$ cat src/rtl/bcd_scan_counter_if.sv
// Control and display bus of the four-digit BCD counter / display scanner.
// The counter is the slave; the surrounding control logic and display path form the master.
interface bcd_scan_counter_if;
  logic        clr;
  logic        load;
  logic [15:0] load_val;
  logic        cnt_en;
  logic        up;
  logic        blank_en;
  logic [15:0] value;
  logic        carry;
  logic [3:0]  dig_bcd;
  logic        dig_en;
  logic [3:0]  dig_sel;

  modport master (
    output clr, load, load_val, cnt_en, up, blank_en,
    input  value, carry, dig_bcd, dig_en, dig_sel
  );

  modport slave (
    input  clr, load, load_val, cnt_en, up, blank_en,
    output value, carry, dig_bcd, dig_en, dig_sel
  );
endinterface

$ cat src/rtl/bcd_scan_counter.sv
// Four-digit BCD up/down counter with wrap pulse, plus a free-running digit scanner
// that feeds one digit per slot (with leading-zero blanking) to a 7-segment decoder.
module bcd_scan_counter #(
  parameter int unsigned SCAN_DIV = 1000
) (
  input  logic               clk,
  input  logic               rst_n,
  bcd_scan_counter_if.slave  bus
);

  localparam int DIV_W = 16;

  logic [15:0]      r_value;
  logic             r_carry;
  logic [DIV_W-1:0] r_div;
  logic [1:0]       r_scan_idx;
  logic [3:0]       r_dig_sel;
  logic [3:0]       r_dig_bcd;
  logic             r_dig_en;

  logic [15:0] w_load_bcd;
  logic [15:0] w_inc;
  logic [15:0] w_dec;
  logic        w_inc_wrap;
  logic        w_dec_wrap;
  logic [15:0] w_next;
  logic        w_next_carry;
  logic        w_div_tc;
  logic [3:0]  w_sel_digit;
  logic        w_sel_nonzero;

  // Out-of-range nibbles load as 0 so every digit stays within 0..9.
  always_comb begin
    // NOTE: every combinational output gets a default first, so no path leaves it unassigned (no latch).
    w_load_bcd = '0;
    for (int i = 0; i < 4; i++) begin
      w_load_bcd[4*i +: 4] = (bus.load_val[4*i +: 4] > 4'd9) ? 4'd0 : bus.load_val[4*i +: 4];
    end
  end

  // Decimal ripple: the carry/borrow survives only while digits sit at 9 (up) or 0 (down).
  always_comb begin
    w_inc      = r_value;
    w_dec      = r_value;
    w_inc_wrap = 1'b1;
    w_dec_wrap = 1'b1;
    for (int i = 0; i < 4; i++) begin
      if (w_inc_wrap) begin
        if (r_value[4*i +: 4] == 4'd9) begin
          w_inc[4*i +: 4] = 4'd0;
        end else begin
          w_inc[4*i +: 4] = r_value[4*i +: 4] + 4'd1;
          w_inc_wrap      = 1'b0;
        end
      end
      if (w_dec_wrap) begin
        if (r_value[4*i +: 4] == 4'd0) begin
          w_dec[4*i +: 4] = 4'd9;
        end else begin
          w_dec[4*i +: 4] = r_value[4*i +: 4] - 4'd1;
          w_dec_wrap      = 1'b0;
        end
      end
    end
  end

  always_comb begin
    w_next       = r_value;
    w_next_carry = 1'b0;
    if (bus.clr) begin
      w_next = '0;
    end else if (bus.load) begin
      w_next = w_load_bcd;
    end else if (bus.cnt_en) begin
      w_next       = bus.up ? w_inc      : w_dec;
      w_next_carry = bus.up ? w_inc_wrap : w_dec_wrap;
    end
  end

  always_ff @(posedge clk or negedge rst_n) begin
    if (!rst_n) begin
      r_value <= '0;
      r_carry <= 1'b0;
    end else begin
      // NOTE: sequential state uses non-blocking assignments so every register samples pre-edge values.
      r_value <= w_next;
      r_carry <= w_next_carry;
    end
  end

  assign w_div_tc = (r_div == DIV_W'(SCAN_DIV - 1));

  always_ff @(posedge clk or negedge rst_n) begin
    if (!rst_n) begin
      r_div      <= '0;
      r_scan_idx <= 2'd0;
    end else if (w_div_tc) begin
      r_div      <= '0;
      r_scan_idx <= r_scan_idx + 2'd1;
    end else begin
      r_div <= r_div + DIV_W'(1);
    end
  end

  // Digit i is shown if it or any higher digit is non-zero; digit 0 always shows.
  always_comb begin
    w_sel_digit   = r_value[4*r_scan_idx +: 4];
    w_sel_nonzero = 1'b1;
    case (r_scan_idx)
      2'd1:    w_sel_nonzero = |r_value[15:4];
      2'd2:    w_sel_nonzero = |r_value[15:8];
      2'd3:    w_sel_nonzero = |r_value[15:12];
      default: w_sel_nonzero = 1'b1;
    endcase
  end

  always_ff @(posedge clk or negedge rst_n) begin
    if (!rst_n) begin
      r_dig_sel <= 4'b0001;
      r_dig_bcd <= 4'd0;
      r_dig_en  <= 1'b1;
    end else begin
      r_dig_sel <= 4'b0001 << r_scan_idx;
      r_dig_bcd <= w_sel_digit;
      r_dig_en  <= !bus.blank_en || w_sel_nonzero;
    end
  end

  assign bus.value   = r_value;
  assign bus.carry   = r_carry;
  assign bus.dig_sel = r_dig_sel;
  assign bus.dig_bcd = r_dig_bcd;
  assign bus.dig_en  = r_dig_en;

endmodule

$ cat src/flat_wrapper.sv
// flat-port wrapper written by rule: the top's interface ports become plain ports
module bcd_scan_counter_flat 
#(
  parameter int unsigned SCAN_DIV = 1000
)
  (clk, rst_n, bus_clr, bus_load, bus_load_val, bus_cnt_en, bus_up, bus_blank_en, bus_value, bus_carry, bus_dig_bcd, bus_dig_en, bus_dig_sel);
  bcd_scan_counter_if bus_i ();
  input  logic clk;
  input  logic rst_n;
  input wire logic [$bits(bus_i.clr)-1:0] bus_clr;
  input wire logic [$bits(bus_i.load)-1:0] bus_load;
  input wire logic [$bits(bus_i.load_val)-1:0] bus_load_val;
  input wire logic [$bits(bus_i.cnt_en)-1:0] bus_cnt_en;
  input wire logic [$bits(bus_i.up)-1:0] bus_up;
  input wire logic [$bits(bus_i.blank_en)-1:0] bus_blank_en;
  output wire logic [$bits(bus_i.value)-1:0] bus_value;
  output wire logic [$bits(bus_i.carry)-1:0] bus_carry;
  output wire logic [$bits(bus_i.dig_bcd)-1:0] bus_dig_bcd;
  output wire logic [$bits(bus_i.dig_en)-1:0] bus_dig_en;
  output wire logic [$bits(bus_i.dig_sel)-1:0] bus_dig_sel;
  assign bus_i.clr = bus_clr;
  assign bus_i.load = bus_load;
  assign bus_i.load_val = bus_load_val;
  assign bus_i.cnt_en = bus_cnt_en;
  assign bus_i.up = bus_up;
  assign bus_i.blank_en = bus_blank_en;
  assign bus_value = bus_i.value;
  assign bus_carry = bus_i.carry;
  assign bus_dig_bcd = bus_i.dig_bcd;
  assign bus_dig_en = bus_i.dig_en;
  assign bus_dig_sel = bus_i.dig_sel;
  bcd_scan_counter #(.SCAN_DIV(SCAN_DIV)) u_core (.clk(clk), .rst_n(rst_n), .bus(bus_i));
endmodule
$ cat config.mk
export PLATFORM = sky130hd
export DESIGN_NAME = bcd_scan_counter_flat
export DESIGN_NICKNAME = d
export VERILOG_FILES = /design/src/rtl/bcd_scan_counter_if.sv /design/src/rtl/bcd_scan_counter.sv /design/src/flat_wrapper.sv
export SDC_FILE = /design/constraint.sdc
export NUM_CORES = 1
export LEC_CHECK = 0
export ABC_AREA = 1
export ABC_CLOCK_PERIOD_IN_PS = 1800
export CORE_MARGIN = 2
export CORE_UTILIZATION = 50
export CTS_CLUSTER_DIAMETER = 50
export DETAILED_ROUTE_END_ITERATION = 10
export PLACE_DENSITY_LB_ADDON = 0.05
export SLEW_MARGIN = 5
export SYNTH_ARGS = -nofsm -noshare
export SYNTH_HDL_FRONTEND = slang
export SYNTH_SLANG_ARGS = --single-unit
$ cat constraint.sdc
create_clock -name clk -period 1.8 [get_ports clk]
set_input_delay 0.27 -clock clk [delete_from_list [all_inputs] [get_ports clk]]
set_output_delay 0.27 -clock clk [all_outputs]
set_load 0.01 [all_outputs]
# == Word-level counts from Yosys, hierarchy flattened ==
# Index checks and enable logic that the tools add are counted.
# W data, S select, Z words.
# totals
ff_bits,44
out_inout_bits,26
word_cells,95
input_bits,23
# op_classes
reduce_logical,16
eq_ne,11
shift,2
mux,42
addsub,10
order_cmp,4
# ops
operator,count
$mux W16,5
$mux W4,18
$mux W1,18
$add A16 B1 Y16 const B,1
$add A4 B1 Y4 const B,4
$eq A16 B10 Y1 const B,1
$eq A4 B4 Y1 const B,4
$gt A4 B4 Y1 const B,4
$logic_not A4 Y1,4
$shiftx A16 B5 Y4,1
$sub A4 B1 Y4 const B,4
$ne A4 B3 Y1 const B,3
$reduce_bool A4 Y1,3
$reduce_or A12 Y1,1
$reduce_and A3 Y1,3
$reduce_or A8 Y1,1
$eq A2 B2 Y1 const B,2
$reduce_or A4 Y1,1
$shl A1 B2 Y4 const A,1
$pmux W1 S3,1
$reduce_bool A3 Y1,1
$add A2 B1 Y2 const B,1
$eq A2 B1 Y1 const B,1
$logic_not A1 Y1,1
$logic_or A1 B1 Y1,1

# == Logic depth before layout (Yosys ltp) ==
# Gate-level depths: netlist of run 1.
# depth
depth_word,9
ltp_mapped,11
mapped_depth_nobuf,11

# == Worst setup path after synthesis of run 1 ==
# No wires, ideal clock.
# synth_path
path_type,reg2reg
startpoint,register u_core.r_value[8] (netlist: u_core.bus.value[8])
endpoint,register u_core.r_value[12] (netlist: u_core.bus.value[12])
arrival_ns,1.393
setup_ns,0.116
period_less_slack_ns,1.509
n_path_buf,0
required_ns,1.684
path_slack_ns,0.291
stages_incl_launch_ff,10
cell_sequence,dfrtp_1 > inv_1 > ha_1 > nand2_1 > nor2_1 > nand3_1 > nand3_1 > nand3_1 > nand2_1 > nand2_1
# synth_between
elab_chain_len,5
word_cells_on_any_way,9
classes_between,eq/ne (2); mux (4); reduce/logical (3)
# synth_rtl
element,line,text
"start, declared",bcd_scan_counter.sv:13,logic [15:0] r_value;
"start signal, assigned",bcd_scan_counter.sv:86,r_value <= w_next;
$eq A4 B4 Y1 / $logic_not A4 Y1 (equally long branches),"bcd_scan_counter.sv:49, bcd_scan_counter.sv:57",
"$mux W1, on equally long branches","bcd_scan_counter.sv:49, bcd_scan_counter.sv:57",
"$mux W1, on equally long branches","bcd_scan_counter.sv:48, bcd_scan_counter.sv:56",
$ne A4 B3 Y1 (no line) / $reduce_bool A4 Y1 (equally long branches),--,
$reduce_and A3 Y1 (no line) *,--,
# Every way passes the cells marked *; elsewhere a longest branch is shown, timed or not.
# A chain may end at the register's enable or synchronous reset.

# == Worst setup path in the final report of run 1 ==
# layout_path
startpoint,register u_core.r_value[10] (netlist: u_core.bus.value[10])
endpoint,output port bus_value[10]
# layout_lines
element,line,text
"end, declared",flat_wrapper.sv:16,output wire logic [$bits(bus_i.value)-1:0] bus_value;
# No word-level cell between the ends.

==> impl_metrics.yaml, run 1 <==
status:
  status: "finished clean"
clock_network:
  clkLatencyLatePin_ns: 0.30
  cts.clk_slew.worst_paths_ns: 0.09
  htreeDepth: 2
  cts-root-buf: "clkbuf_8"
  cts_setup_buffers: 0
  cts_tree: "done"
  cts_resized: 0
  cts_num_sinks: 44
  cts_buffers: 5
  ctsHoldBuffers: 0
  clock_path_buffers: 2
grt:
  grt_pass1_vias: 3033
  grt_max_degree: 45
  grt_pass1_wl_um: 13400
  overflow: 0
  antenna_found_initial: 0
  track_usage_pct: 25.5
finish:
  utilization_pct: 65.3
  final_cells: 577
  final_area_mm2: 0.00387
  synthToLayoutAreaGrowth_pct: 25.9
  drive_gt1_share_pct: 11.8
  fin_nets: 542
  antenna_cells: 0
  n_fill_cell: 570
synth:
  ys_seq_elements: 44
  synthSimpleGateAreaFrac_pct: 31.8
  synth_edf_count: 0
  netlist_area_mm2: 0.00307
  synth_commonest_cells: "nand2_1, nor2_1, inv_1"
  synth_top_area_share_pct: 34.2
  synthTopCellsByArea: "dfrtp_1, nand2_1, ha_1"
  synth.most_common_cell: "nand2_1"
  ys.flop_type: "dfrtp_1"
  synth_xor_area_share_pct: 2.28
  synth_cells: 433
  synth-adder-area-share_pct: 7.33
  synth_seq_area_share_pct: 35.9
  synth_mux_area_share_pct: 0
  async_reset_ff_share_pct: 100
  avgSynthCellArea_um2: 7.10
  synthDistinctLibCells: 28
  synthesis.nets: 474
  ys_warn_count: 0
  yosysTopAreaCell: "dfrtp_1"
  synth_compound_area_share_pct: 14.7
  synth_top_family_by_area: "simple AND/OR/NAND/NOR gates"
job:
  max-cap-violations: 0
placement:
  placed_cells: 569
  dp.final_hpwl_um: 6110
  gp_congestion: 0.943
  numPortBuffers: 48
  place_area_mm2: 0.00374
floorplan:
  start_util_pct: 51.9
  num_rows: 28
  ioPinCount: 49
  fp.dieArea_mm2: 0.00679
  die_w_um: 82.4
  coreArea_mm2: 0.00592
  die_h_um: 82.4
critical_path:
  cp_top_family: "buffers and inverters"
  critPathSlowestCell: "clkdlybuf4s50_1"
  cp-start-kind: "register"
  crit_chain: "clkdlybuf4s50_1"
  path_buf_inv: 1
  cp-end-kind: "output pin"
  max_stage_delay_ns: 0.60
  path_class: "reg -> out"
  required_ns: 1.53
  arrival_ns: 1.40
  crit_fanout: 8
pwr:
  p_per_area_mw_per_mm2: 701
  vdd_ir_drop_max_v: 0.000420
  p_leak_nw: 1.89
routing:
  wl_per_cell_um: 14.0
  vias: 3133
  postRouteAntennaNets: 0
  drc: 0
  first_pass_iters: 5
  viasPerCell: 5.43
  wirelength_um: 8110
  drt_iter0_drc: 220
sta:
  fin_crit_ns: 1.67
  setup_violations: 0
  slew_viol_final: 0
  slew_headroom_pct: 62.2
  fin_hold_ws_ns: 0.0484
  timing.final.crit_share_pct: 92.9
  tightest_slew_ns: 0.568
  fmax_mhz: 598
  hold_viol_final: 0
  rsz0062_at_grt: "false"
  skew_ns: 0.00852
hold_path:
  hp-class: "in -> async"
==> power by group <==
group	internal (W)	switching [W]
logic	0.000356	0.000479
clock network	0.000412	0.000347
registers	0.00104	0.0000713
total	0.00181	0.000897
==> cells by family (layout without fill, tap and decap cells) <==
group	count (synthesis)	count (layout)
simple gates	216	216
compound gates	88	88
buf+inv	59	128
flops	44	44
fa+ha+maj	18	18
xor+xnor	8	8
==> worst paths after layout <==
path	start	endpoint	slack [ns]	cells past startpoint
min	rst_n	u_core.bus.dig_sel[2]	0.05	2
min in group clk	bus_blank_en	u_core.bus.dig_en	0.46	2
min reg2reg	u_core.r_div[0]	u_core.r_div[0]	0.47	1
max in group asynchronous	rst_n	u_core.bus.value[15]	1.34	2
max	u_core.bus.value[10]	bus_value[10]	0.13	1
max reg2reg	u_core.bus.value[5]	u_core.bus.carry	0.14	8
==> stage by stage <==
stage	power (W)	setup TNS (ns)	setup slack, ns
6_report	0.00271	0	0.127
5_1_grt	0.00286	0	0.0203
4_1_cts	0.00270	0	0.0649
3_3_place_gp	0.00193	-0.0787	-0.0296
3_5_place_dp	0.00194	-0.0361	-0.0198
2_1_floorplan	0.00157	0	0.291
==> state kept, by name, indices dropped and copies added (netlist names) <==
signal / count
u_core.r_scan_idx: 2
u_core.bus.dig_bcd: 4
u_core.bus.carry: 1
u_core.bus.dig_sel: 4
u_core.bus.dig_en: 1
u_core.bus.value: 16
u_core.r_div: 16
==> layout make-up <==
type | count | area, um2 | area share, %
inverters | 54 | 205 | 5.31
multi-input cells | 330 | 1740 | 45.1
clock inverters | 2 | 35.0 | 0.906
clock buffers | 6 | 72.6 | 1.88
flip-flops and latches | 44 | 1110 | 28.6
repair buffers | 66 | 611 | 15.8
well taps | 75 | 93.8 | 2.43
==> placed cells by master, fill, tap and decap left out, types with 2 or more instances in the layout <==
master,instances
nand4_1,6
nor3_1,8
xor2_1,6
ha_1,16
inv_1,44
clkdlybuf4s50_1,47
dfstp_2,2
nand3_2,5
o21ai_1,2
a31oi_1,6
nand2_1,96
nand2_4,2
inv_2,8
o21ai_0,43
xnor2_1,2
nor2_1,47
clkbuf_8,5
nor2_2,3
nand3_1,40
nor2_4,4
buf_4,18
dfrtp_2,2
dfrtp_1,40
nand2_2,4
a21oi_1,36
==> metal layers <==
metal	share of wire, %	track usage [%]
met4	2.0	10.2
met1	43	31.8
met2	50	44.3
met3	4.7	3.48
met5	0	0
(Power assumes the default switching activity.)
==> run 2, diff against run 1 <==
--- a/config.mk
+++ b/config.mk
@@ -6,8 +6,8 @@
 export NUM_CORES = 1
 export LEC_CHECK = 0
 export ABC_AREA = 1
-export ABC_CLOCK_PERIOD_IN_PS = 1800
-export CORE_MARGIN = 2
+export ABC_CLOCK_PERIOD_IN_PS = 2060
+export CORE_ASPECT_RATIO = 1.75
 export CORE_UTILIZATION = 50
 export CTS_CLUSTER_DIAMETER = 50
 export DETAILED_ROUTE_END_ITERATION = 10
==> constraint.sdc (replaced) <==
create_clock -name clk -period 2.06 [get_ports clk]
set_input_delay 0.309 -clock clk [delete_from_list [all_inputs] [get_ports clk]]
set_output_delay 0.309 -clock clk [all_outputs]
set_load 0.01 [all_outputs]
==> run 2 against run 1 <==
  * Worst hold slack better by 0.42 ns
  * Flip-flop and latch count unchanged
  * Sequential share of layout area up 0.45 points
  * First-iteration DRC count down 45%
  * Cell count down 0.69%
  * Largest cell class unchanged
  * Highest routed layer unchanged
==> impl_metrics.yaml, run 2 (synthesis results as in run 1) <==
status:
  status: "finished clean"
sta:
  timing.final.crit_share_pct: 90.5
  slew_headroom_pct: 66.9
  slew_viol_final: 0
  fin_crit_ns: 1.86
  fin_setup_tns_ns: 0
  setup_violations: 0
  rsz0062_at_grt: "false"
  tightest_slew_ns: 0.497
  skew_ns: 0.00899
  hold_viol_final: 0
  fmax_mhz: 536
  setup_ws_ns: 0.196
hold_path:
  hp-class: "reg -> reg"
  hold_depth: 1
finish:
  drive_gt1_share_pct: 9.09
  antenna_cells: 0
  layout_common_cells: "nand2_1, nor2_1, clkdlybuf4s50_1"
  seqCellArea_mm2: 0.00110
  layout_commonest_cell: "nand2_1"
  utilization_pct: 64.1
  multi_input_area_mm2: 0.00172
  synthToLayoutAreaGrowth_pct: 23.6
  n_fill_cell: 591
  fin_nets: 535
critical_path:
  cp-end-kind: "register"
  path_class: "reg -> reg"
  crit_fanout: 6
  required_ns: 2.26
  arrival_ns: 2.06
  cp-start-kind: "register"
  ff2ff_path_depth: 9
placement:
  dpl_worst_slack_ns: 0.155
  dp.final_hpwl_um: 6940
  numPortBuffers: 48
  gp_congestion: 0.926
routing:
  wl_met1_um: 2910
  drc: 0
  wl_per_cell_um: 14.8
  postRouteAntennaNets: 0
  viasPerCell: 5.47
  maxUsedRoutingLayer: "met4"
  wirelength_um: 8510
  vias: 3135
  first_pass_iters: 5
  wl_met3_um: 311
  met2WireLength_um: 5030
  drt_iter0_drc: 121
clock_network:
  clock_path_buffers: 2
  clkLatencyLatePin_ns: 0.30
  cts_tree: "done"
  cts_resized: 0
  cts-root-buf: "clkbuf_8"
  cts_num_sinks: 44
  ctsHoldBuffers: 1
  cts_buffers: 5
  cts_setup_buffers: 0
  htreeDepth: 2
  cts.clk_slew.worst_paths_ns: 0.08
grt:
  antenna_found_initial: 0
  grt_pass1_wl_um: 14200
  overflow: 0
  grt_max_degree: 25
  grt_pass1_vias: 3136
  track_usage_pct: 29.5
floorplan:
  num_rows: 37
  start_util_pct: 51.9
  fp.dieArea_mm2: 0.00648
  die_h_um: 106
  coreArea_mm2: 0.00593
  ioPinCount: 49
  die_w_um: 61.3
pwr:
  p_per_area_mw_per_mm2: 609
  vdd_ir_drop_max_v: 0.000305
  p_leak_nw: 1.86
job:
  max-cap-violations: 0
==> run 2: final cells by class <==
cell class | instances | area share [%]
timing repair buffer | 59 | 14.8
tap | 78 | 2.57
sequential | 44 | 29.1
clock buffer | 6 | 1.91
clock inverter | 2 | 0.922
multi-input combinational | 330 | 45.4
inverter | 54 | 5.40
==> run 2: power breakdown <==
part | total, W | switching (W) | internal, W
registers | 0.000990 | 0.0000787 | 0.000911
clock network | 0.000646 | 0.000286 | 0.000360
logic | 0.000677 | 0.000392 | 0.000285
total | 0.00231 | 0.000757 | 0.00156
==> run 2: stage by stage <==
stage | std cells | total power, W | hold slack, ns | instance area (um2)
finish | 573 | 0.00231 | 0.467 | 3800
global route | 573 | 0.00246 | 0.514 | 3800
CTS | 573 | 0.00233 | 0.475 | 3800
detailed placement | 564 | 0.00168 | 0.298 | 3680
global placement | 564 | 0.00167 | 0.298 | 3680
floorplan | 433 | 0.00138 | 0.0134 | 3070
==> run 2: path summary, 6_finish.rpt <==
check | startpoint | end | slack [ns]
max | u_core.bus.value[4] | u_core.bus.value[14] | 0.20
min | u_core.r_div[0] | u_core.r_div[0] | 0.47
max reg2reg | u_core.bus.value[4] | u_core.bus.value[14] | 0.20
min reg2reg | u_core.r_div[0] | u_core.r_div[0] | 0.47
max in group asynchronous | rst_n | u_core.r_scan_idx[0] | 0.99
min in group asynchronous | rst_n | u_core.r_div[13] | 0.52
==> run 2: metal layers <==
layer  GRT usage (%)  vias to the layer above
li1                -                     1549
met1            29.0                     1484
met2            56.1                       83
met3            4.05                       19
met4            13.8                        0
met5               0                        -
==> run 2: critical path, stage by stage (launching register included) <==
cell,delay [ns]
dfrtp_1,0.45
inv_1,0.18
ha_1,0.25
nand2_1,0.10
nor2_2,0.22
nand3_1,0.14
nand3_1,0.12
nand3_1,0.16
nand2_1,0.10
nand2_1,0.05
==> run 3, diff against run 2 <==
--- a/config.mk
+++ b/config.mk
@@ -12,6 +12,7 @@
 export CTS_CLUSTER_DIAMETER = 50
 export DETAILED_ROUTE_END_ITERATION = 10
 export PLACE_DENSITY_LB_ADDON = 0.05
+export RECOVER_POWER = 25
 export SLEW_MARGIN = 5
 export SYNTH_ARGS = -nofsm -noshare
 export SYNTH_HDL_FRONTEND = slang
==> constraint.sdc (replaced) <==
create_clock -name clk -period 2.06 [get_ports clk]
set_input_delay 0.412 -clock clk [delete_from_list [all_inputs] [get_ports clk]]
set_output_delay 0.412 -clock clk [all_outputs]
set_load 0.01 [all_outputs]
==> run 3 against run 2 <==
  * Count of clock-buffer cells in the layout stayed put
  * Power increased by 7.6%
  * Sequential power decreased by 0.7%
  * Utilization increased by 0.59 points
  * Sequential share of layout area is 0.27 points lower
  * Critical path type is now reg -> out
==> impl_metrics.yaml, run 3 (synthesis results as in run 1) <==
critical_path:
  cp_top_family: "buffers and inverters"
  r2r_end: "u_core.bus.value[15]"
  required_ns: 1.65
  crit_fanout: 6
  crit_start: "u_core.bus.value[2]"
  path_class: "reg -> out"
  max_stage_delay_ns: 0.61
  critPathSlowestCell: "clkdlybuf4s50_1"
  ff2ff_path_depth: 9
  r2r-start: "u_core.bus.value[5]"
  cp-start-kind: "register"
  crit_chain: "clkdlybuf4s50_1"
  cp-end-kind: "output pin"
  path_buf_inv: 1
  arrival_ns: 1.47
  r2r_slack_ns: 0.29
pwr:
  finalPower_w: 0.00249
  vdd_ir_drop_max_v: 0.000391
  p_per_area_mw_per_mm2: 650
  p_leak_nw: 1.88
floorplan:
  die_h_um: 106
  die_w_um: 61.3
  ioPinCount: 49
  start_util_pct: 51.9
  fp.dieArea_mm2: 0.00648
  num_rows: 37
  coreArea_mm2: 0.00593
sta:
  tightest_slew_ns: 1.11
  fin_setup_tns_ns: 0
  slew_viol_final: 0
  rsz0062_at_grt: "false"
  fmax_mhz: 531
  skew_ns: 0.00692
  timing.final.crit_share_pct: 91.4
  slew_headroom_pct: 25.9
  setup_violations: 0
  fin_hold_ws_ns: 0.386
  hold_viol_final: 0
  fin_crit_ns: 1.88
grt:
  overflow: 0
  track_usage_pct: 28.9
  grt_max_degree: 45
  grt_pass1_wl_um: 13800
  antenna_found_initial: 0
  grt_pass1_vias: 3104
routing:
  drt_iter0_drc: 159
  vias: 3146
  wl_per_cell_um: 15.2
  viasPerCell: 5.47
  maxUsedRoutingLayer: "met4"
  wl_met3_um: 300
  wl_met1_um: 3050
  postRouteAntennaNets: 0
  met2WireLength_um: 5010
  first_pass_iters: 5
  drc: 0
  wirelength_um: 8740
clock_network:
  clkLatencyLatePin_ns: 0.31
  cts.clk_slew.worst_paths_ns: 0.09
  cts_resized: 0
  cts_tree: "done"
  cts_buffers: 5
  cts_num_sinks: 44
  cts_setup_buffers: 0
  clock_path_buffers: 2
  cts-root-buf: "clkbuf_8"
  ctsHoldBuffers: 0
  htreeDepth: 2
placement:
  gp_congestion: 0.901
  numPortBuffers: 48
  dp.final_hpwl_um: 6850
  placed_cells: 567
finish:
  synthToLayoutAreaGrowth_pct: 24.8
  antenna_cells: 0
  final_cells: 575
  layout_commonest_cell: "nand2_1"
  fin_nets: 537
  n_fill_cell: 574
  layout_common_cells: "nand2_1, nor2_1, clkdlybuf4s50_1"
  drive_gt1_share_pct: 9.66
  multi_input_area_mm2: 0.00172
  seqCellArea_mm2: 0.00110
hold_path:
  hp-class: "in -> async"
job:
  max-cap-violations: 0
status:
  status: "finished clean"
-- run 3: cell types whose count changed in the layout (fill, tap and decap cells not counted) --
cell / previous run / this run
clkbuf_2: 0 / 1
clkinv_2: 1 / 0
bufinv_16: 1 / 2
dlygate4sd3_1: 1 / 0
buf_4: 10 / 12
-- run 3: layout make-up --
class,instances,share of cell area (%)
Sequential cell,44,28.8
Inverter,54,5.35
Multi-Input combinational cell,330,45.0
Clock buffer,6,1.89
Timing Repair Buffer,61,14.9
Clock inverter,2,1.57
Tap cell,78,2.55
-- run 3: worst reg2reg max path, delay by kind of cell, from the launching register on --
kind          cells  cell delay (ns)
simple gates      7             0.90
flops             1             0.44
fa+ha+maj         1             0.20
buf+inv           1             0.13
-- run 3: power breakdown --
| part | internal, W | total [W] | switching [W] |
|---|---|---|---|
| Clock | 0.000485 | 0.000808 | 0.000323 |
| Combinational | 0.000293 | 0.000699 | 0.000406 |
| Sequential | 0.000911 | 0.000983 | 0.0000723 |
| Total | 0.00169 | 0.00249 | 0.000801 |
-- run 3: through the flow --
step	setup WS, ns	utilization, %	cell area (um2)
floorplan	0.551	-	3070
global placement	0.108	62.5	3700
detailed placement	0.112	62.5	3700
CTS	0.188	64.7	3840
global route	0.125	64.7	3830
finish	0.177	64.7	3830
-- run 3: routing by layer --
metal,vias to the layer above,track usage (%)
met5,-,0
li1,1548,-
met3,28,3.93
met1,1466,27.8
met4,0,14.8
met2,104,55.0
-- run 3: worst max path at each step --
stage	to	slack, ns	cells after the start
after floorplan	u_core.bus.value[12]	0.55	9
after global placement	u_core.bus.value[14]	0.11	8
after detailed placement	u_core.bus.value[15]	0.11	8
after CTS	bus_value[2]	0.19	1
after global routing	bus_value[15]	0.12	1
final	bus_value[2]	0.18	1
